===== config.mk =====
export PLATFORM = sky130hd
export DESIGN_NAME = mdio_responder
export DESIGN_NICKNAME = d
export VERILOG_FILES = /design/src/rtl/mdio_pkg.sv /design/src/rtl/mdio_sync_edge.sv /design/src/rtl/mdio_responder.sv
export SDC_FILE = /design/constraint.sdc
export NUM_CORES = 1
export LEC_CHECK = 0
export CAP_MARGIN = 20
export CORE_MARGIN = 5
export CORE_UTILIZATION = 32
export CTS_BUF_LIST = sky130_fd_sc_hd__clkbuf_16
export DETAILED_ROUTE_END_ITERATION = 8
export PLACE_DENSITY_LB_ADDON = 0.05
export SETUP_SLACK_MARGIN = 0.15
export SLEW_MARGIN = 30
export SYNTH_ARGS = -nofsm -noshare
export SYNTH_HDL_FRONTEND = slang
export SYNTH_SLANG_ARGS = --single-unit

===== constraint.sdc =====
create_clock -name clk -period 2.75 [get_ports clk]
set_input_delay 0.55 -clock clk [delete_from_list [all_inputs] [get_ports clk]]
set_output_delay 0.55 -clock clk [all_outputs]
set_load 0.1 [all_outputs]

===== src/rtl/mdio_pkg.sv =====
// mdio_pkg: shared types and constants for the Clause-22 MDIO responder.
//   mdio_state_e    - responder frame FSM states
//   OP_READ/OP_WRITE - Clause-22 opcode values
//   FRAME_DATA_BITS - data field width of a management frame
package mdio_pkg;

  typedef enum logic [3:0] {
    PRE, ST1, ST2, OP, PHYAD, REGAD, TA, DATA, IDLE_FRAME
  } mdio_state_e;

  localparam logic [1:0] OP_READ         = 2'b10;
  localparam logic [1:0] OP_WRITE        = 2'b01;
  localparam int         FRAME_DATA_BITS = 16;

endpackage


===== src/rtl/mdio_sync_edge.sv =====
// mdio_sync_edge: brings the asynchronous MDC/MDIO pad signals into the clk
// domain and detects MDC rising edges.
//   clk, rst  - system clock, async active-high reset
//   mdc       - raw management clock
//   mdio_i    - raw MDIO pad input
//   mdc_rise  - one-clk pulse per synchronized MDC rising edge
//   mdio_s    - synchronized MDIO, same latency as mdc so bits line up with mdc_rise
module mdio_sync_edge #(
  parameter int SYNC_STAGES = 2
) (
  input  logic clk,
  input  logic rst,
  input  logic mdc,
  input  logic mdio_i,
  output logic mdc_rise,
  output logic mdio_s
);

  logic [SYNC_STAGES-1:0] mdc_sr;
  logic [SYNC_STAGES-1:0] mdio_sr;
  logic                   mdc_prev;

  always_ff @(posedge clk or posedge rst) begin
    if (rst) begin
      mdc_sr   <= '0;
      mdio_sr  <= '1;   // idle MDIO line is pulled high
      mdc_prev <= 1'b0;
    end else begin
      mdc_sr   <= {mdc_sr[SYNC_STAGES-2:0], mdc};
      mdio_sr  <= {mdio_sr[SYNC_STAGES-2:0], mdio_i};
      mdc_prev <= mdc_sr[SYNC_STAGES-1];
    end
  end

  assign mdc_rise = mdc_sr[SYNC_STAGES-1] & ~mdc_prev;
  assign mdio_s   = mdio_sr[SYNC_STAGES-1];

endmodule


===== src/rtl/mdio_responder.sv =====
// mdio_responder: Clause-22 MDIO responder (PHY side). Decodes management
// frames sampled on MDC rising edges and converts them to single-cycle
// register strobes; read data is shifted back out on MDIO.
//   clk, rst          - system clock, async active-high reset
//   mdc, mdio_i       - management clock / pad input from the initiator
//   mdio_o, mdio_oe   - registered pad output value / enable
//   reg_addr          - register address of the latest frame
//   reg_wdata         - write data, valid with reg_wr_en
//   reg_wr_en         - one-clk write strobe
//   reg_rd_en         - one-clk read strobe; reg_rdata sampled 2 clk later
//   reg_rdata         - read data from the local register file
//   frame_err         - one-clk pulse on bad ST or OP 00/11
// Build option: MDIO_PRE_SUPPRESS_EN enables preamble suppression after the
// first error-free frame addressed to this PHY; any frame_err re-arms the
// full preamble requirement.
module mdio_responder
  import mdio_pkg::*;
#(
  parameter logic [4:0] PHY_ADDR      = 5'd0,
  parameter int         PREAMBLE_BITS = 32,
  parameter int         SYNC_STAGES   = 2
) (
  input  logic        clk,
  input  logic        rst,
  input  logic        mdc,
  input  logic        mdio_i,
  output logic        mdio_o,
  output logic        mdio_oe,
  output logic [4:0]  reg_addr,
  output logic [15:0] reg_wdata,
  output logic        reg_wr_en,
  output logic        reg_rd_en,
  input  logic [15:0] reg_rdata,
  output logic        frame_err
);

  localparam int             PW       = $clog2(PREAMBLE_BITS + 1);
  localparam logic [PW-1:0]  PRE_FULL = PW'(PREAMBLE_BITS);
  localparam logic [4:0]     LAST_D   = 5'(FRAME_DATA_BITS - 1);
  localparam logic [4:0]     REL_CNT  = 5'(FRAME_DATA_BITS);
`ifdef MDIO_PRE_SUPPRESS_EN
  localparam bit SUP_EN = 1'b1;
`else
  localparam bit SUP_EN = 1'b0;
`endif

  logic          mdc_rise, mdio_s;
  mdio_state_e   state;
  logic [4:0]    bit_cnt;
  logic [PW-1:0] pre_cnt;
  logic [15:0]   sh;
  logic          op_hi, is_read, phy_match;
  logic          rd_pipe;    // reg_rd_en delayed 1 clk; rdata latched on it
  logic          wr_pend;    // reg_wr_en fires the clk after reg_wdata loads
  logic          sup_armed;
  logic          pre_ok;

  mdio_sync_edge #(.SYNC_STAGES(SYNC_STAGES)) u_sync (
    .clk      (clk),
    .rst      (rst),
    .mdc      (mdc),
    .mdio_i   (mdio_i),
    .mdc_rise (mdc_rise),
    .mdio_s   (mdio_s)
  );

  assign pre_ok = (pre_cnt == PRE_FULL) || (SUP_EN && sup_armed);

  always_ff @(posedge clk or posedge rst) begin
    if (rst) begin
      state     <= PRE;
      bit_cnt   <= '0;
      pre_cnt   <= '0;
      sh        <= '0;
      op_hi     <= 1'b0;
      is_read   <= 1'b0;
      phy_match <= 1'b0;
      rd_pipe   <= 1'b0;
      wr_pend   <= 1'b0;
      sup_armed <= 1'b0;
      mdio_o    <= 1'b1;
      mdio_oe   <= 1'b0;
      reg_addr  <= '0;
      reg_wdata <= '0;
      reg_wr_en <= 1'b0;
      reg_rd_en <= 1'b0;
      frame_err <= 1'b0;
    end else begin
      reg_wr_en <= wr_pend;
      wr_pend   <= 1'b0;
      reg_rd_en <= 1'b0;
      frame_err <= 1'b0;
      rd_pipe   <= reg_rd_en;
      // 2 clk after reg_rd_en; the TA edge is always >= 8 clk away
      if (rd_pipe) sh <= reg_rdata;

      if (state == ST1) begin
        // ST '0' already consumed; move on without waiting for an edge
        state <= ST2;
      end else if (mdc_rise) begin
        case (state)
          PRE: begin
            if (mdio_s) begin
              if (pre_cnt != PRE_FULL) pre_cnt <= pre_cnt + PW'(1);
            end else begin
              pre_cnt <= '0;
              if (pre_ok) state <= ST1;
            end
          end
          ST2: begin
            if (mdio_s) begin
              state   <= OP;
              bit_cnt <= '0;
            end else begin
              frame_err <= 1'b1;
              sup_armed <= 1'b0;
              state     <= PRE;
            end
          end
          OP: begin
            if (bit_cnt == 5'd0) begin
              op_hi   <= mdio_s;
              bit_cnt <= 5'd1;
            end else begin
              bit_cnt <= '0;
              if ({op_hi, mdio_s} == OP_READ) begin
                is_read <= 1'b1;
                state   <= PHYAD;
              end else if ({op_hi, mdio_s} == OP_WRITE) begin
                is_read <= 1'b0;
                state   <= PHYAD;
              end else begin
                frame_err <= 1'b1;
                sup_armed <= 1'b0;
                state     <= PRE;
              end
            end
          end
          PHYAD: begin
            sh <= {sh[14:0], mdio_s};
            if (bit_cnt == 5'd4) begin
              phy_match <= ({sh[3:0], mdio_s} == PHY_ADDR);
              bit_cnt   <= '0;
              state     <= REGAD;
            end else begin
              bit_cnt <= bit_cnt + 5'd1;
            end
          end
          REGAD: begin
            sh <= {sh[14:0], mdio_s};
            if (bit_cnt == 5'd4) begin
              reg_addr <= {sh[3:0], mdio_s};
              bit_cnt  <= '0;
              if (!phy_match) begin
                state <= IDLE_FRAME;
              end else begin
                state <= TA;
                if (is_read) reg_rd_en <= 1'b1;
              end
            end else begin
              bit_cnt <= bit_cnt + 5'd1;
            end
          end
          TA: begin
            if (is_read) begin
              // first TA bit is Z from the initiator; we drive the second as 0
              mdio_oe <= 1'b1;
              mdio_o  <= 1'b0;
              bit_cnt <= '0;
              state   <= DATA;
            end else if (bit_cnt == 5'd1) begin
              bit_cnt <= '0;
              state   <= DATA;
            end else begin
              bit_cnt <= 5'd1;
            end
          end
          DATA: begin
            if (is_read) begin
              if (bit_cnt == REL_CNT) begin
                // D0 has been sampled by the initiator: release the pad
                mdio_oe   <= 1'b0;
                mdio_o    <= 1'b1;
                sup_armed <= 1'b1;
                bit_cnt   <= '0;
                state     <= PRE;
              end else begin
                mdio_o  <= sh[15];
                sh      <= {sh[14:0], 1'b0};
                bit_cnt <= bit_cnt + 5'd1;
              end
            end else begin
              sh <= {sh[14:0], mdio_s};
              if (bit_cnt == LAST_D) begin
                reg_wdata <= {sh[14:0], mdio_s};
                wr_pend   <= 1'b1;
                sup_armed <= 1'b1;
                bit_cnt   <= '0;
                state     <= PRE;
              end else begin
                bit_cnt <= bit_cnt + 5'd1;
              end
            end
          end
          IDLE_FRAME: begin
            // skip TA + DATA of a frame for another PHY
            if (bit_cnt == 5'd17) begin
              bit_cnt <= '0;
              state   <= PRE;
            end else begin
              bit_cnt <= bit_cnt + 5'd1;
            end
          end
          default: state <= PRE;
        endcase
      end
    end
  end

endmodule


# Word level (Yosys, flattened, before mapping)
# Cells that the tools add are included.
[word_totals]
in_bits = 20
wordCells = 139
out_inout_bits = 26
ff_bits = 67
[classes]
reduce_logical = 18
n_addsub = 2
muxes = 64
bitwise = 5
n_eq_ne = 31
[ops]
columns = ["operator", "n"]
rows = [
  ["$mux 16", 5],
  ["$mux 4", 14],
  ["$pmux 16 s2", 1],
  ["$pmux 4 s8", 1],
  ["$mux 5", 6],
  ["$pmux 5 s6", 1],
  ["$mux 1", 28],
  ["$reduce_and 4->1", 5],
  ["$ne 3x3->1 const B", 6],
  ["$eq 4x3->1 const B", 4],
  ["$reduce_and 5->1", 3],
  ["$mux 6", 2],
  ["$ne 4x4->1 const B", 3],
  ["$eq 5x5->1 const B", 2],
  ["$logic_not 5->1", 2],
  ["$reduce_and 10->1", 1],
  ["$eq 4x2->1 const B", 2],
  ["$ne 2x2->1 const B", 4],
  ["$add 6x1->6 const B", 1],
  ["$eq 6x6->1 const B", 1],
  ["$mux 3", 2],
  ["$ne 6x6->1 const B", 1],
  ["$pmux 1 s2", 3],
  ["$reduce_and 6->1", 1],
  ["other kinds (16)", 21],
]

# Logic depth before layout (Yosys ltp)
# Gate-level depths: netlist of the first run.
[logic_depth]
word_depth = 7
ltp_mapped = 9
ltp_nobuf = 8

# By module
# From an unflattened synthesis of the first run, not the netlist that was laid out.
[hier_totals]
hier_cells = 294
hier_area_um2 = 3265.6
[modules_own_cells]
columns = ["mod", "seq_area_each_um2", "cells_per_inst", "instances", "area_each_um2"]
rows = [
  ["mdio_responder", 1552.7, 287, 1, 3120.5],
  ["mdio_sync_edge", 127.6, 7, 1, 145.1],
]

# Least setup slack after synthesis of the first run
# Ideal clock, no wire load.
[synth_timing]
kind = "register -> register"
from = "register bit_cnt[0]"
to = "register state[1]"
arrival_time_ps = 2055
t_required_ps = 2624
synth_period_minus_slack_ps = 2181
slack_ps = 569
stages_incl_launch_ff = 9
path_buffers = 1
setup_ps = 126
path_cell_list = "dfrtp_1 > ha_1 > and3_1 > ha_1 > nor2_1 > a21oi_1 > or4b_4 > buf_6 > o32a_1"
[synth_via]
elab_chain_len = 3
elab_cells_between_ends = 14
classes_between = "eq/ne (12); reduce/logical (2)"
[synth_lines]
columns = ["item", "line_no", "text"]
rows = [
  ["start, declared", "mdio_responder.sv:49", "logic [4:0] bit_cnt;"],
  ["start signal, assigned", "mdio_responder.sv:146", "bit_cnt <= bit_cnt + 5'd1;"],
  ["start signal, assigned", "mdio_responder.sv:161", "bit_cnt <= bit_cnt + 5'd1;"],
  ["start signal, assigned", "mdio_responder.sv:190", "bit_cnt <= bit_cnt + 5'd1;"],
  ["$eq 5x5->1, or another cell as far along", "mdio_responder.sv:180", "if (bit_cnt == REL_CNT) begin"],
  ["$ne 4x4->1 (no line) / $ne 3x3->1 (equally long branches)", "--", ""],
  ["$reduce_and 10->1 (no line) *", "--", ""],
  ["end signal, assigned", "mdio_responder.sv:173", "state <= DATA;"],
  ["end signal, assigned", "mdio_responder.sv:186", "state <= PRE;"],
  ["end signal, assigned", "mdio_responder.sv:199", "state <= PRE;"],
  ["end, declared", "mdio_responder.sv:48", "mdio_state_e state;"],
]
# Mark *: on every way between the ends. The rest lies on a longest branch, timed or not.
# A chain may end at the register's enable or synchronous reset.

# Worst setup path in the final report of the first run
[layout_timing]
from = "register state[1]"
to = "register reg_wdata[2]"
[layout_via]
elab_chain_len = 3
elab_cells_between_ends = 4
classes_between = "eq/ne (2); bitwise (1); reduce/logical (1)"
[layout_lines]
columns = ["item", "line_no", "text"]
rows = [
  ["start signal, assigned", "mdio_responder.sv:71", "state <= PRE;"],
  ["start signal, assigned", "mdio_responder.sv:99", "state <= ST2;"],
  ["start signal, assigned", "mdio_responder.sv:107", "if (pre_ok) state <= ST1;"],
  ["$eq 4x1->1", "mdio_responder.sv:97", "if (state == ST1) begin"],
  ["$not 1->1 (no line)", "--", ""],
  ["$reduce_and 5->1 (no line) *", "--", ""],
  ["end signal, assigned", "mdio_responder.sv:195", "reg_wdata <= {sh[14:0], mdio_s};"],
  ["end, declared", "mdio_responder.sv:30", "output logic [15:0] reg_wdata,"],
]
# Marks and branches as above.

==> reports/qor.yml, run 1 <==
clk_latency_ns: 0.33
ys_types: 56
hold_viol: 0
drc: 0
hp-class: "reg2reg"
worstPathBufferInverterCount: 0
drtIter0Drc: 132
ioPinCount: 46
critPathMaxFanout: 18
fin_setup_tns_ns: 0
slew_headroom: 0.407
ys_ff_latch: 67
post_cts_buffers: 0
place_inst: 467
layout.cells.non_filler: 483
total_power_uw: 2100
worstReg2RegStart: "state[1]"
row_count: 37
dp_hpwl_mm: 5.06
routed_wl_mm: 7.47
fmax_mhz: 437
finalSetupViolCount: 0
utilization: 0.398
start_util: 0.323
ctsHoldBuffers: 0
grt_pass1_vias: 2442
drv_cap: 0
finClkSkew_ns: 0.00947
critPathSlowestCell: "dfrtp_1"
antenna_found_initial: 0
track_usage: 0.125
ys_warn_count: 0
post-route-period-util: 0.833
area_delta_synth_final_pct: 23.3
grt_first_pass_wirelength_mm: 12.6
synth-seq-area-share: 0.511
crit_required_ns: 2.96
htreeDepth: 3
syn_area_sq_mm: 0.00329
outcome: "finished clean"
drv_slew: 0
cts_resized: 0
syn_area_per_cell_sq_um: 11.1
antenna_left: 0
grt_overflow: 0
worst-setup-path-type: "reg2reg"
clockRootBuffer: "clkbuf_16"
worst_pin_slew_ns: 0.889
end_kind: "register"
final.min_clock_period_ns: 2.29
power_density_mw_per_mm2: 519
setup.worst_path.start: "state[1]"
p_leak_uw: 0.00172
worst_setup_path_start_kind: "register"
antennaDiodeCount: 0
clock-sinks: 67
die_x_um: 111
path_cells: "nand2_1 > nor3_1 > nand3_4 > mux2_1"
die_area_sq_mm: 0.0124
nets: 370
wl_per_cell_um: 15.5
cpPeakStageDelay_ns: 0.64
drt_pass1_iterations: 4
cts-buffers-inserted: 9
async_flop_share: 1.00
viasPerCell: 4.89
port_buffers: 45
cts_tree: "done"
grt_max_degree: 68
ir_worst_vdd_v: 0.000266
synth_cells: 297
arrival_ns: 2.50
hold_start: "wr_pend"
globalplace.congestion: 0.843
rsz0062_at_grt: "false"
syn_nets: 325
cts_max_path_buffers: 2
drive_gt1_frac: 0.202
synth_flop_cell: "dfrtp_1"
synth-edff-count: 0
die_h_um: 111
vias: 2361
clkSlewWorstSetupHoldPaths_ns: 0.06
coreArea_sq_mm: 0.0102
critPathTopFamily: "simple AND/OR/NAND/NOR gates"
==> stage by stage <==
step,instance area [sq um],worst slack [ns],hold slack [ns]
6_report,4050,0.461,0.347
3_5_place_dp,3790,0.489,0.336
3_3_place_gp,3790,0.500,0.333
5_1_grt,4050,0.333,0.360
4_1_cts,4050,0.481,0.348
2_1_floorplan,3290,0.522,0.331
==> cells by family (layout without fill, tap and decap cells) <==
logic type,count (synthesis),in the layout,share of synthesized area
AOI/OAI and AO/OA,58,58,0.109
xor gates and xnor gates,4,4,0.0107
adders and majority gates,8,8,0.0305
buffers and inverters,28,78,0.0461
DFF,67,67,0.511
muxes,37,37,0.121
and+or+nand+nor,95,95,0.172
==> sequential cells by signal, indices dropped and copies added (netlist names), 2 cells and up <==
register and cells:
u_sync.mdc_sr 2, state 4, sh 16, bit_cnt 5, u_sync.mdio_sr 2, pre_cnt 6, reg_addr 5, reg_wdata 16
==> placed cells by master, fill, tap and decap left out, types with 6 or more instances in the layout <==
cell             netlist  layout
nor2_1                14      14
nand2_1               33      33
mux2i_1               16      16
inv_1                 12      13
a21oi_1                6       6
mux2_2                14      14
clkbuf_16              0       9
mux2_1                 7       7
dfrtp_1               64      64
ha_1                   8       8
clkdlybuf4s50_1        0      19
nand3_1                6       6
nor3_1                 6       6
o21ai_0               32      32
buf_4                  0      30
==> Yosys cell counts, drive strengths merged (6+ instances only) <==
master	n	share of area
nand3	7	0.014
a21oi	6	0.0091
inv	12	0.014
ha	8	0.030
nor3	6	0.0091
nor2	14	0.016
mux2i	16	0.049
mux2	21	0.072
buf	11	0.026
nand2	33	0.038
o21ai	33	0.051
dfrtp	64	0.49
==> final cells by class <==
class                      instances  area, sq um
sequential                        67         1680
multi-input combinational        202         1460
fill                            1033         6130
inverter                          12         45.0
tap                              136          170
timing repair buffer              50          435
clock buffer                       9          225
clock inverter                     7         36.3
==> worst paths after layout <==
kind	cells after the start	slack, ns	to
setup reg to reg	4	0.46	reg_wdata[2]
setup / recovery	4	0.46	reg_wdata[2]
hold / removal	0	0.35	reg_wr_en
min in group asynchronous	3	0.61	reg_wdata[13]
hold reg to reg	0	0.35	reg_wr_en
max in group asynchronous	3	1.77	u_sync.mdio_sr[0]
==> routing by layer <==
layer,GRT usage,part of all wire,vias to the layer above
met5,0,0,-
met4,0.0357,0.0098,0
met3,0.0353,0.047,7
met2,0.194,0.46,55
met1,0.170,0.49,1144
li1,-,-,1155
==> power breakdown <==
| group | switching, uW | total [uW] | internal [uW] |
|---|---|---|---|
| Clock | 412 | 1010 | 598 |
| Combinational | 44.7 | 85.0 | 40.2 |
| Sequential | 11.0 | 1010 | 999 |
(Power assumes the default switching activity.)
==> run 2, diff against run 1 <==
clock period = 2.2 ns   (was 2.75 ns; I/O delays follow)
==> reports/qor.yml, run 2 (synthesis gave the netlist of run 1 again) <==
outcome: "finished clean"  # unchanged
fin_setup_tns_ns: 0  # unchanged
dp_hpwl_mm: 5.08  # was 5.06 mm
clk_latency_ns: 0.33  # about the same
coreArea_sq_mm: 0.0102  # unchanged
ioPinCount: 46  # unchanged
grt_first_pass_wirelength_mm: 12.9  # was 12.6 mm
finClkSkew_ns: 0.00682  # was 0.00947 ns
power_density_mw_per_mm2: 670  # was 519 mW/mm^2
nets: 385  # was 370
hold_viol: 0  # unchanged
cts_tree: "done"  # unchanged
p_leak_uw: 0.00181  # was 0.00172 uW
clockRootBuffer: "clkbuf_16"  # unchanged
largest_registers: "reg_wdata x16, sh x16, pre_cnt x6"  # unchanged
p_comb_frac: 0.037  # was 0.040
antennaDiodeCount: 0  # unchanged
vias: 2430  # was 2361
power_frac_seq: 0.433  # was 0.480
crit_required_ns: 2.41  # was 2.96 ns
drtIter0Drc: 90  # was 132
routed_wl_mm: 7.81  # was 7.47 mm
die_h_um: 111  # unchanged
layout_common_cells: "dfrtp_1 (61), buf_4 (43), nand2_1 (33)"  # was dfrtp_1 (64), nand2_1 (33), o21ai_0 (32)
utilization: 0.427  # was 0.398
drv_slew: 0  # unchanged
drc: 0  # unchanged
port_buffers: 45  # unchanged
p_switching_uw: 625  # was 467 uW
cts_max_path_buffers: 2  # unchanged
p_int_uw: 2290  # was 1640 uW
grt_max_degree: 68  # unchanged
row_count: 37  # unchanged
slew_headroom: 0.558  # was 0.407
end_kind: "register"  # unchanged
globalplace.congestion: 0.816  # was 0.843
swShare: 0.215  # was 0.222
viasPerCell: 4.89  # about the same
grt_pass1_vias: 2529  # was 2442
grt_overflow: 0  # unchanged
antenna_left: 0  # unchanged
drt_pass1_iterations: 4  # unchanged
die_x_um: 111  # unchanged
rsz0062_at_grt: "true"  # was false
drv_cap: 0  # unchanged
ctsHoldBuffers: 0  # unchanged
critPathMaxFanout: 8  # was 18
worst-setup-path-type: "reg2reg"  # unchanged
drive_gt1_frac: 0.294  # was 0.202
dpl-instance-area_sq_mm: 0.00391  # was 0.00379 sq mm
arrival_ns: 2.28  # was 2.50 ns
design_area_sq_mm: 0.00434  # was 0.00405 sq mm
clkSlewWorstSetupHoldPaths_ns: 0.06  # about the same
track_usage: 0.128  # was 0.125
final_common_cell: "dfrtp_1"  # unchanged
area_delta_synth_final_pct: 32.2  # was 23.3%
worst_setup_path_start_kind: "register"  # unchanged
fmax_mhz: 484  # was 437 MHz
finalSetupViolCount: 0  # unchanged
ir_worst_vdd_v: 0.000417  # was 0.000266 V
start_util: 0.323  # unchanged
htreeDepth: 3  # unchanged
wl_per_cell_um: 15.7  # was 15.5 um
die_area_sq_mm: 0.0124  # unchanged
hp-class: "reg2reg"  # unchanged
worst_pin_slew_ns: 0.656  # was 0.889 ns
final.min_clock_period_ns: 2.07  # was 2.29 ns
pwr-share-clk: 0.529  # was 0.480
cts-buffers-inserted: 9  # unchanged
antenna_found_initial: 0  # unchanged
clock-sinks: 67  # unchanged
post-route-period-util: 0.939  # was 0.833
## run 2: metal layers
layer  GRT usage  vias to the layer above  share of wire
li1            -                     1190              -
met1       0.173                     1194           0.48
met2       0.198                       42           0.47
met3      0.0364                        4          0.038
met4      0.0414                        0         0.0061
met5           0                        -              0
## run 2: worst paths after layout
path	start	endpoint	slack [ns]	cells after the start
min in group asynchronous	rst	bit_cnt[2]	0.55	3
max	bit_cnt[1]	state[1]	0.13	7
max in group asynchronous	rst	u_sync.mdio_sr[0]	1.29	3
max reg2reg	bit_cnt[1]	state[1]	0.13	7
min reg2reg	u_sync.mdc_sr[0]	u_sync.mdc_sr[1]	0.35	0
min	u_sync.mdc_sr[0]	u_sync.mdc_sr[1]	0.35	0
## run 2: timing repair
action                                  CTS  global route
cloned                                    0             1
pin swaps                                 3             5
gates resized for setup                   8            11
buffers inserted                          2             2
endpoints found under the setup margin   23            23
## run 2: final cells by class
| cell class | instances | area (sq um) |
|---|---|---|
| Fill cell | 987 | 5840 |
| Sequential cell | 67 | 1680 |
| Multi-Input combinational cell | 203 | 1570 |
| Timing Repair Buffer | 64 | 553 |
| Clock buffer | 9 | 225 |
| Tap cell | 136 | 170 |
| Clock inverter | 6 | 88.8 |
| Inverter | 12 | 48.8 |
## run 2: metrics by stage
| step | hold slack, ns | worst slack, ns | total power [uW] | instances |
|---|---|---|---|---|
| finish | 0.348 | 0.134 | 2910 | 497 |
| global route | 0.361 | 0.0751 | 3030 | 497 |
| CTS | 0.351 | 0.121 | 2970 | 494 |
| detailed placement | 0.337 | 0.0133 | 1400 | 477 |
| global placement | 0.333 | 0.0539 | 1390 | 477 |
| floorplan | 0.331 | 0.135 | 1340 | 297 |
## run 2: power groups by stage
stage / Clock (uW) / Sequential [uW] / Combinational (uW)
CTS: 1590 / 1260 / 111
finish: 1540 / 1260 / 109
global placement: 0 / 1280 / 110
detailed placement: 0 / 1280 / 111
floorplan: 0 / 1280 / 58.5
global route: 1640 / 1260 / 123
## run 2: critical path: stages, from the launching register on
cell     delay, ns
dfrtp_1       0.40
ha_2          0.20
and3_4        0.19
ha_4          0.15
nor2_4        0.04
a21oi_2       0.13
or4b_4        0.53
o32a_1        0.30
==> run 3, diff against run 2 <==
PLACE_DENSITY = 0.49   (was not set)
PLACE_DENSITY_LB_ADDON = not set   (was 0.05)
==> reports/qor.yml, run 3 (synthesis gave the netlist of run 1 again) <==
arrival_ns: 2.27  # was 2.28 ns
ff2ff_path_depth: 7  # unchanged
end_kind: "register"  # unchanged
globalplace.congestion: 0.823  # was 0.816
hold_depth: 0  # unchanged
largest_registers: "reg_wdata x16, sh x16, pre_cnt x6"  # unchanged
clock-sinks: 67  # unchanged
p_leak_uw: 0.00182  # was 0.00181 uW
port_buffers: 45  # unchanged
slew_headroom: 0.557  # was 0.558
grt_max_degree: 32  # was 68
wl_per_cell_um: 14.7  # was 15.7 um
nets: 385  # unchanged
htreeDepth: 3  # unchanged
finClkSkew_ns: 0.00538  # was 0.00682 ns
outcome: "finished clean"  # unchanged
fin_setup_tns_ns: 0  # unchanged
die_h_um: 111  # unchanged
crit_required_ns: 2.40  # was 2.41 ns
clockRootBuffer: "clkbuf_16"  # unchanged
die_area_sq_mm: 0.0124  # unchanged
grt_first_pass_wirelength_mm: 12.4  # was 12.9 mm
die_x_um: 111  # unchanged
drv_cap: 0  # unchanged
antenna_found_initial: 0  # unchanged
path_depth: 7  # unchanged
antenna_left: 0  # unchanged
power_density_mw_per_mm2: 667  # was 670 mW/mm^2
worst-setup-path-type: "reg2reg"  # unchanged
hold_slack_ns: 0.344  # was 0.348 ns
final.min_clock_period_ns: 2.07  # about the same
ir_worst_vdd_v: 0.000354  # was 0.000417 V
fmax_mhz: 483  # was 484 MHz
worst_setup_path_start_kind: "register"  # unchanged
drive_gt1_frac: 0.282  # was 0.294
drtIter0Drc: 122  # was 90
worst_pin_slew_ns: 0.657  # was 0.656 ns
clkSlewWorstSetupHoldPaths_ns: 0.06  # about the same
hold_viol: 0  # unchanged
clk_latency_ns: 0.32  # was 0.33 ns
path_cells: "ha_2 > and3_4 > ha_4 > nor2_4 > a21oi_2 > or4b_4 > o32a_1"  # unchanged
rsz0062_at_grt: "true"  # unchanged
cts-buffers-inserted: 9  # unchanged
final_common_cell: "dfrtp_1"  # unchanged
start_util: 0.323  # unchanged
worstPathBufferInverterCount: 0  # unchanged
area_delta_synth_final_pct: 31.7  # was 32.2%
antennaDiodeCount: 0  # unchanged
critPathTopFamily: "simple AND/OR/NAND/NOR gates"  # unchanged
cts_max_path_buffers: 2  # unchanged
dp_hpwl_mm: 5.16  # was 5.08 mm
cpPeakStageDelay_ns: 0.53  # about the same
routed_wl_mm: 7.30  # was 7.81 mm
viasPerCell: 4.83  # was 4.89
ctsHoldBuffers: 0  # unchanged
coreArea_sq_mm: 0.0102  # unchanged
critPathSlowestCell: "or4b_4"  # unchanged
hp-class: "reg2reg"  # unchanged
row_count: 37  # unchanged
vias: 2406  # was 2430
finalSetupViolCount: 0  # unchanged
post-route-period-util: 0.940  # was 0.939
drv_slew: 0  # unchanged
ioPinCount: 46  # unchanged
critPathMaxFanout: 8  # unchanged
cts_tree: "done"  # unchanged
drt_pass1_iterations: 4  # unchanged
track_usage: 0.122  # was 0.128
grt_pass1_vias: 2421  # was 2529
grt_overflow: 0  # unchanged
layout_common_cells: "dfrtp_1 (62), buf_4 (43), nand2_1 (33)"  # was dfrtp_1 (61), buf_4 (43), nand2_1 (33)
drc: 0  # unchanged
-- run 3: final timing paths --
| kind | from | end | slack [ns] |
|---|---|---|---|
| worst min-delay path | wr_pend | reg_wr_en | 0.34 |
| worst max register to register | bit_cnt[1] | state[1] | 0.13 |
| max in group asynchronous | rst | mdio_o | 1.14 |
| min in group asynchronous | rst | reg_wdata[13] | 0.47 |
| worst max-delay path | bit_cnt[1] | state[1] | 0.13 |
| worst min register to register | wr_pend | reg_wr_en | 0.34 |
-- run 3: stage by stage --
stage	power (uW)	instances	setup slack [ns]	area, sq um	utilization
3_3_place_gp	1400	478	0.103	3920	0.385
3_5_place_dp	1400	478	0.0630	3920	0.385
5_1_grt	3010	498	0.0612	4330	0.425
6_report	2890	498	0.131	4330	0.425
2_1_floorplan	1340	297	0.135	3320	-
4_1_cts	2950	495	0.112	4260	0.419
-- run 3: routing by layer --
layer | global-route usage | wire [um] | vias up
li1 | - | - | 1185
met1 | 0.176 | 3560 | 1166
met2 | 0.180 | 3390 | 47
met3 | 0.0337 | 278 | 8
met4 | 0.0365 | 78 | 0
met5 | 0 | 0 | -
-- run 3: what timing repair did --
| item | in CTS | in global routing |
|---|---|---|
| pin swaps | 2 | 0 |
| setup buffers | 1 | 3 |
| resized for setup | 5 | 6 |
| endpoints found under the setup margin | 6 | 24 |
-- run 3: area by class of cell --
class                           instances  area, sq um
Clock buffer                            9          225
Clock inverter                          7         92.6
Fill cell                             997         5860
Inverter                               12         48.8
Multi-Input combinational cell        202         1540
Sequential cell                        67         1680
Tap cell                              136          170
Timing Repair Buffer                   65          573
-- run 3: power by group --
part	internal (uW)	switching [uW]	leakage [uW]
clock	987	530	0.000149
combinational	52.9	56.0	0.000840
sequential	1250	12.3	0.000830
-- run 3: worst reg2reg max path: cells and delay by family (launching register included) --
family / cells / cell delay [ns]
and+or+nand+nor: 3 / 0.77
DFF: 1 / 0.38
AOI/OAI and AO/OA: 2 / 0.44
adders and majority gates: 2 / 0.36
